==> src/rtl/nn_layer_sequencer.sv <==
// Sequences the shared MAC datapath through a multi-layer fully-connected pass.
// Outputs decode directly from state and counters; two activation banks alternate between layers.
module nn_layer_sequencer #(
  parameter int NUM_LAYERS = 3,
  parameter int MAX_N      = 16,
  parameter int CW         = $clog2(MAX_N + 1),
  parameter int WAW        = 10,
  parameter int BAW        = 6,
  parameter int AAW        = $clog2(MAX_N),
  localparam int LW        = (NUM_LAYERS > 1) ? $clog2(NUM_LAYERS) : 1
) (
  input  logic           clk,
  input  logic           rst_n,
  input  logic           start,
  input  logic           abort,
  output logic           ready,
  output logic           done,
  output logic           busy,
  input  logic           cfg_we,
  input  logic [LW-1:0]  cfg_layer,
  input  logic [CW-1:0]  cfg_in_cnt,
  input  logic [CW-1:0]  cfg_out_cnt,
  output logic [WAW-1:0] w_addr,
  output logic [BAW-1:0] b_addr,
  output logic [AAW-1:0] act_raddr,
  output logic [AAW-1:0] act_waddr,
  output logic           rd_bank,
  output logic           mac_load,
  output logic           mac_en,
  output logic           act_we,
  output logic           relu_en,
  output logic [LW-1:0]  layer
);

  typedef enum logic [2:0] {
    S_IDLE, S_BIAS, S_MAC, S_WB, S_NEXT, S_DONE
  } state_t;

  localparam logic [LW-1:0] LAST_LAYER = LW'(NUM_LAYERS - 1);

  state_t         state;
  logic [CW-1:0]  in_cfg  [NUM_LAYERS];
  logic [CW-1:0]  out_cfg [NUM_LAYERS];
  logic [CW-1:0]  k;
  logic [CW-1:0]  n;
  logic [LW-1:0]  layer_q;
  logic [WAW-1:0] w_ptr;
  logic [BAW-1:0] b_ptr;
  logic           bank_q;
  logic [CW-1:0]  cur_in;
  logic [CW-1:0]  cur_out;
  logic           cfg_ok;

  function automatic logic [CW-1:0] clamp_cnt(input logic [CW-1:0] c);
    if (c == '0)
      return CW'(1);
    else if (c > CW'(MAX_N))
      return CW'(MAX_N);
    else
      return c;
  endfunction

  assign cur_in  = in_cfg[layer_q];
  assign cur_out = out_cfg[layer_q];
  assign cfg_ok  = (32'(cfg_layer) < NUM_LAYERS);

  // Weights and biases are laid out contiguously in traversal order, so running
  // pointers replace the base + n*in_cnt + k products.
  always_ff @(posedge clk or negedge rst_n) begin
    if (!rst_n) begin
      state   <= S_IDLE;
      k       <= '0;
      n       <= '0;
      layer_q <= '0;
      w_ptr   <= '0;
      b_ptr   <= '0;
      bank_q  <= 1'b0;
      for (int i = 0; i < NUM_LAYERS; i++) begin
        in_cfg[i]  <= CW'(1);
        out_cfg[i] <= CW'(1);
      end
    end else begin
      if (state == S_IDLE && cfg_we && cfg_ok) begin
        in_cfg[cfg_layer]  <= clamp_cnt(cfg_in_cnt);
        out_cfg[cfg_layer] <= clamp_cnt(cfg_out_cnt);
      end
      if (abort && state != S_IDLE) begin
        state <= S_IDLE;
        k     <= '0;
        n     <= '0;
      end else begin
        case (state)
          S_IDLE: begin
            if (start) begin
              layer_q <= '0;
              n       <= '0;
              k       <= '0;
              w_ptr   <= '0;
              b_ptr   <= '0;
              state   <= S_BIAS;
            end
          end
          S_BIAS: begin
            k     <= '0;
            state <= S_MAC;
          end
          S_MAC: begin
            w_ptr <= w_ptr + WAW'(1);
            if (k == cur_in - CW'(1)) begin
              k     <= '0;
              state <= S_WB;
            end else begin
              k <= k + CW'(1);
            end
          end
          S_WB: begin
            b_ptr <= b_ptr + BAW'(1);
            if (n == cur_out - CW'(1)) begin
              state <= S_NEXT;
            end else begin
              n     <= n + CW'(1);
              state <= S_BIAS;
            end
          end
          S_NEXT: begin
            bank_q <= ~bank_q;
            if (layer_q == LAST_LAYER) begin
              state <= S_DONE;
            end else begin
              layer_q <= layer_q + LW'(1);
              n       <= '0;
              state   <= S_BIAS;
            end
          end
          S_DONE: state <= S_IDLE;
          default: state <= S_IDLE;
        endcase
      end
    end
  end

  assign ready     = (state == S_IDLE);
  assign busy      = (state != S_IDLE);
  assign done      = (state == S_DONE);
  assign mac_load  = (state == S_BIAS);
  assign mac_en    = (state == S_MAC);
  assign act_we    = (state == S_WB);
  assign relu_en   = (state == S_WB) && (layer_q != LAST_LAYER);
  assign w_addr    = (state == S_MAC)  ? w_ptr : '0;
  assign b_addr    = (state == S_BIAS) ? b_ptr : '0;
  assign act_raddr = (state == S_MAC)  ? k[AAW-1:0] : '0;
  assign act_waddr = (state == S_WB)   ? n[AAW-1:0] : '0;
  assign rd_bank   = bank_q;
  assign layer     = layer_q;

endmodule
==> config.mk <==
export PLATFORM = sky130hd
export DESIGN_NAME = nn_layer_sequencer
export DESIGN_NICKNAME = d
export VERILOG_FILES = /design/src/rtl/nn_layer_sequencer.sv
export SDC_FILE = /design/constraint.sdc
export NUM_CORES = 1
export LEC_CHECK = 0
export BUFFER_PORTS_ARGS = -buffer_cell sky130_fd_sc_hd__buf_4
export CAP_MARGIN = 20
export CORE_AREA = 2 2 145 90
export CTS_CLUSTER_DIAMETER = 150
export CTS_CLUSTER_SIZE = 12
export DETAILED_ROUTE_END_ITERATION = 6
export DIE_AREA = 0 0 147 92
export SKIP_CTS_REPAIR_TIMING = 1
export SYNTH_ARGS = -nofsm -noshare
export SYNTH_HDL_FRONTEND = slang
export SYNTH_SLANG_ARGS = --single-unit
==> constraint.sdc <==
create_clock -name clk -period 3.8 [get_ports clk]
set_input_delay 0.38 -clock clk [delete_from_list [all_inputs] [get_ports clk]]
set_output_delay 0.38 -clock clk [all_outputs]
set_load 0.01 [all_outputs]
==> flow_metrics.py <==
metrics = {
    "timing": {
        "fin_hold_ws_ns": 0.134,
        "rsz0062_at_grt": "false",
        "maxSlewViolCount": 0,
        "setup_tns_ns": 0,
        "slew-limit-headroom_pct": 26.9,
        "setup_viol": 0,
        "period_share_pct": 81.0,
        "finalHoldViolCount": 0,
        "tightest_slew_ns": 1.09,
        "fmax_mhz": 325,
        "period_needed_ns": 3.08,
        "fin_skew_ns": 0.00808,
    },
    "routing": {
        "vias": 2812,
        "drtIter0Drc": 256,
        "wl_um": 8330,
        "via_per_inst": 4.74,
        "route.detailed.drc": 0,
        "first_pass_iters": 4,
        "wl_per_cell_um": 14.0,
        "ant_nets": 0,
    },
    "finish": {
        "n_antenna_cell": 0,
        "n_fill_cell": 1264,
        "layout_common_cells": "56 x dfrtp_1, 55 x buf_4, 33 x nor2_1",
        "multi_input_area_mm2": 0.00189,
        "drive_above_1_share_pct": 23.4,
        "synthToLayoutAreaGrowth_pct": 22.6,
        "final_common_cell": "dfrtp_1",
        "instances_no_fill": 593,
        "regArea_mm2": 0.00156,
        "fin_nets": 442,
        "final_util_pct": 35.4,
    },
    "worst_hold_path": {
        "hold_class": "in2async",
    },
    "clocking": {
        "cts_inserted_buffers": 9,
        "cts_tree": "done",
        "clk-insertion-delay-late_ns": 0.33,
        "h-tree-depth": 3,
        "path_clk_slew_ns": 0.05,
        "clkSinkCount": 62,
        "cts.root.buffer_cell": "clkbuf_16",
        "clockBufferDepth": 2,
    },
    "global_routing": {
        "grt_antenna_before_repair": 0,
        "overflow": 0,
        "gr-usage-all-layers_pct": 13.1,
        "grt_start_max_net_pins": 63,
        "first_global_vias": 2758,
        "grt_pass1_wl_um": 14000,
    },
    "synthesis": {
        "synth.avg_cell_area_um2": 9.71,
        "synth_nets": 393,
        "synth-async-reset-ratio_pct": 100,
        "ys.flop_type": "dfrtp_1",
        "synth-seq-cells": 62,
        "synthCells": 369,
        "synth_edf_count": 0,
        "ys_warn_count": 0,
        "synth_cell_type_count": 59,
        "ys_seq_area_share_pct": 43.5,
        "netlist_area_mm2": 0.00358,
    },
    "die": {
        "die_area_mm2": 0.0135,
        "die_y_um": 92,
        "initial_core_util_pct": 28.9,
        "dieWidth_um": 147,
        "ios": 51,
        "coreArea_mm2": 0.0124,
        "rows": 32,
    },
    "critical_path": {
        "criticalPathCategory": "reg2reg",
        "crit_path_start_kind": "flop",
        "crit_arrival_ns": 3.29,
        "cp.required_ns": 4.01,
        "end_kind": "flop",
        "crit_path_max_fanout": 17,
    },
    "power": {
        "p_leak_nw": 1.98,
        "power_mw": 2.66,
        "peakVddDrop_mv": 0.320,
        "power-per-cell-area_mw_per_mm2": 605,
    },
    "place": {
        "detailed_place_hpwl_um": 5880,
        "port_buffers": 50,
        "gp_congestion": 0.786,
        "placed_cells": 577,
    },
    "status": {
        "status": "completed",
    },
    "flow_run": {
        "maxCapViolCount": 0,
    },
}
[flip-flops by register name, summed over array words and instances, names as in the netlist]
name and cells:
n 5, out_cfg 15, layer 2, rd_bank 1, w_ptr 10, in_cfg 15
b_ptr 6, state 3, k 5
[area by class of cell]
class                   count  share of cell area (%)
flip-flops and latches     62                    35.5
inverters                  11                   0.939
clock inverters             1                   0.114
well taps                 170                    4.84
repair buffers             55                    9.39
multi-input cells         279                    42.9
clock buffers              15                    6.32
[kinds of logic (layout without fill, tap and decap cells)]
group           after synthesis  in the layout  share of synthesized area (%)
xor+xnor                     23             23                           5.62
compound gates               70             70                           13.6
mux                          30             30                           9.00
flops                        62             62                           43.5
fa+ha+maj                     7              7                           2.44
buf+inv                      28             82                           3.87
simple gates                149            149                           22.0
[per-layer routing]
| metal | vias to the layer above | GRT usage [%] | wire length, um |
|---|---|---|---|
| met5 | - | 0 | 0 |
| met4 | 0 | 5.61 | 99 |
| met3 | 11 | 3.68 | 436 |
| met2 | 60 | 19.7 | 3740 |
| met1 | 1346 | 17.8 | 4050 |
| li1 | 1395 | - | - |
[report_power, final]
group	internal, mW	switching, mW
Clock	0.494	0.274
Combinational	0.392	0.482
Sequential	0.867	0.152
Total	1.75	0.907
[cell usage after synthesis (all sizes together), types with 2 or more instances]
cell | count | area share (%)
o22ai | 2 | 0.35
and2 | 26 | 4.6
nor2b | 2 | 0.35
a211oi | 3 | 0.63
mux2i | 15 | 4.3
ha | 7 | 2.4
nand2b | 8 | 1.4
xnor2 | 9 | 2.2
nor2 | 33 | 3.5
a21oi | 8 | 1.2
and2b | 2 | 0.49
or4 | 2 | 0.42
a22o | 8 | 2.0
inv | 11 | 1.2
xor2 | 14 | 3.4
buf | 9 | 1.9
o211ai | 5 | 1.2
mux2 | 15 | 4.7
nand3 | 11 | 1.7
and3 | 3 | 0.52
nor4 | 2 | 0.35
nand2 | 29 | 3.0
clkbuf | 8 | 0.84
dfstp | 6 | 4.4
o21ai | 27 | 3.8
or3 | 4 | 0.70
a31oi | 2 | 0.35
nor3 | 10 | 1.4
nand3b | 5 | 1.0
nor3b | 2 | 0.42
a21o | 4 | 0.87
nand4 | 5 | 0.87
dfrtp | 56 | 39
[path summary, 6_finish.rpt]
path	from	end	slack (ns)	depth (start not counted)
worst max-delay path	layer[0]$_DFFE_PN0P_	n[0]$_DFFE_PN0P_	0.72	10
worst min-delay path	rst_n	b_ptr[3]$_DFFE_PN0P_	0.13	1
worst max register to register	layer[0]$_DFFE_PN0P_	n[0]$_DFFE_PN0P_	0.72	10
worst min register to register	rd_bank$_DFFE_PN0P_	rd_bank$_DFFE_PN0P_	0.47	1
max in group asynchronous	rst_n	in_cfg[11]$_DFFE_PN0P_	3.12	1
min in group clk	abort	state[2]$_DFFE_PN0P_	0.33	2
[critical path, cell delays in order, from the launching register on]
cell,delay (ns)
dfrtp_1,0.55
buf_4,0.31
nand2_1,0.08
o22ai_1,0.33
inv_1,0.08
ha_1,0.29
xnor2_1,0.17
a211oi_1,0.32
o311a_1,0.43
nor2_1,0.12
mux2_2,0.28
[per-stage QoR]
step	setup WS, ns	instance area [um^2]
after floorplan	1.13	3580
after global placement	0.890	4110
after detailed placement	0.777	4110
after CTS	0.760	4400
after global routing	0.487	4400
final	0.722	4400
(Power assumes the default switching activity.)
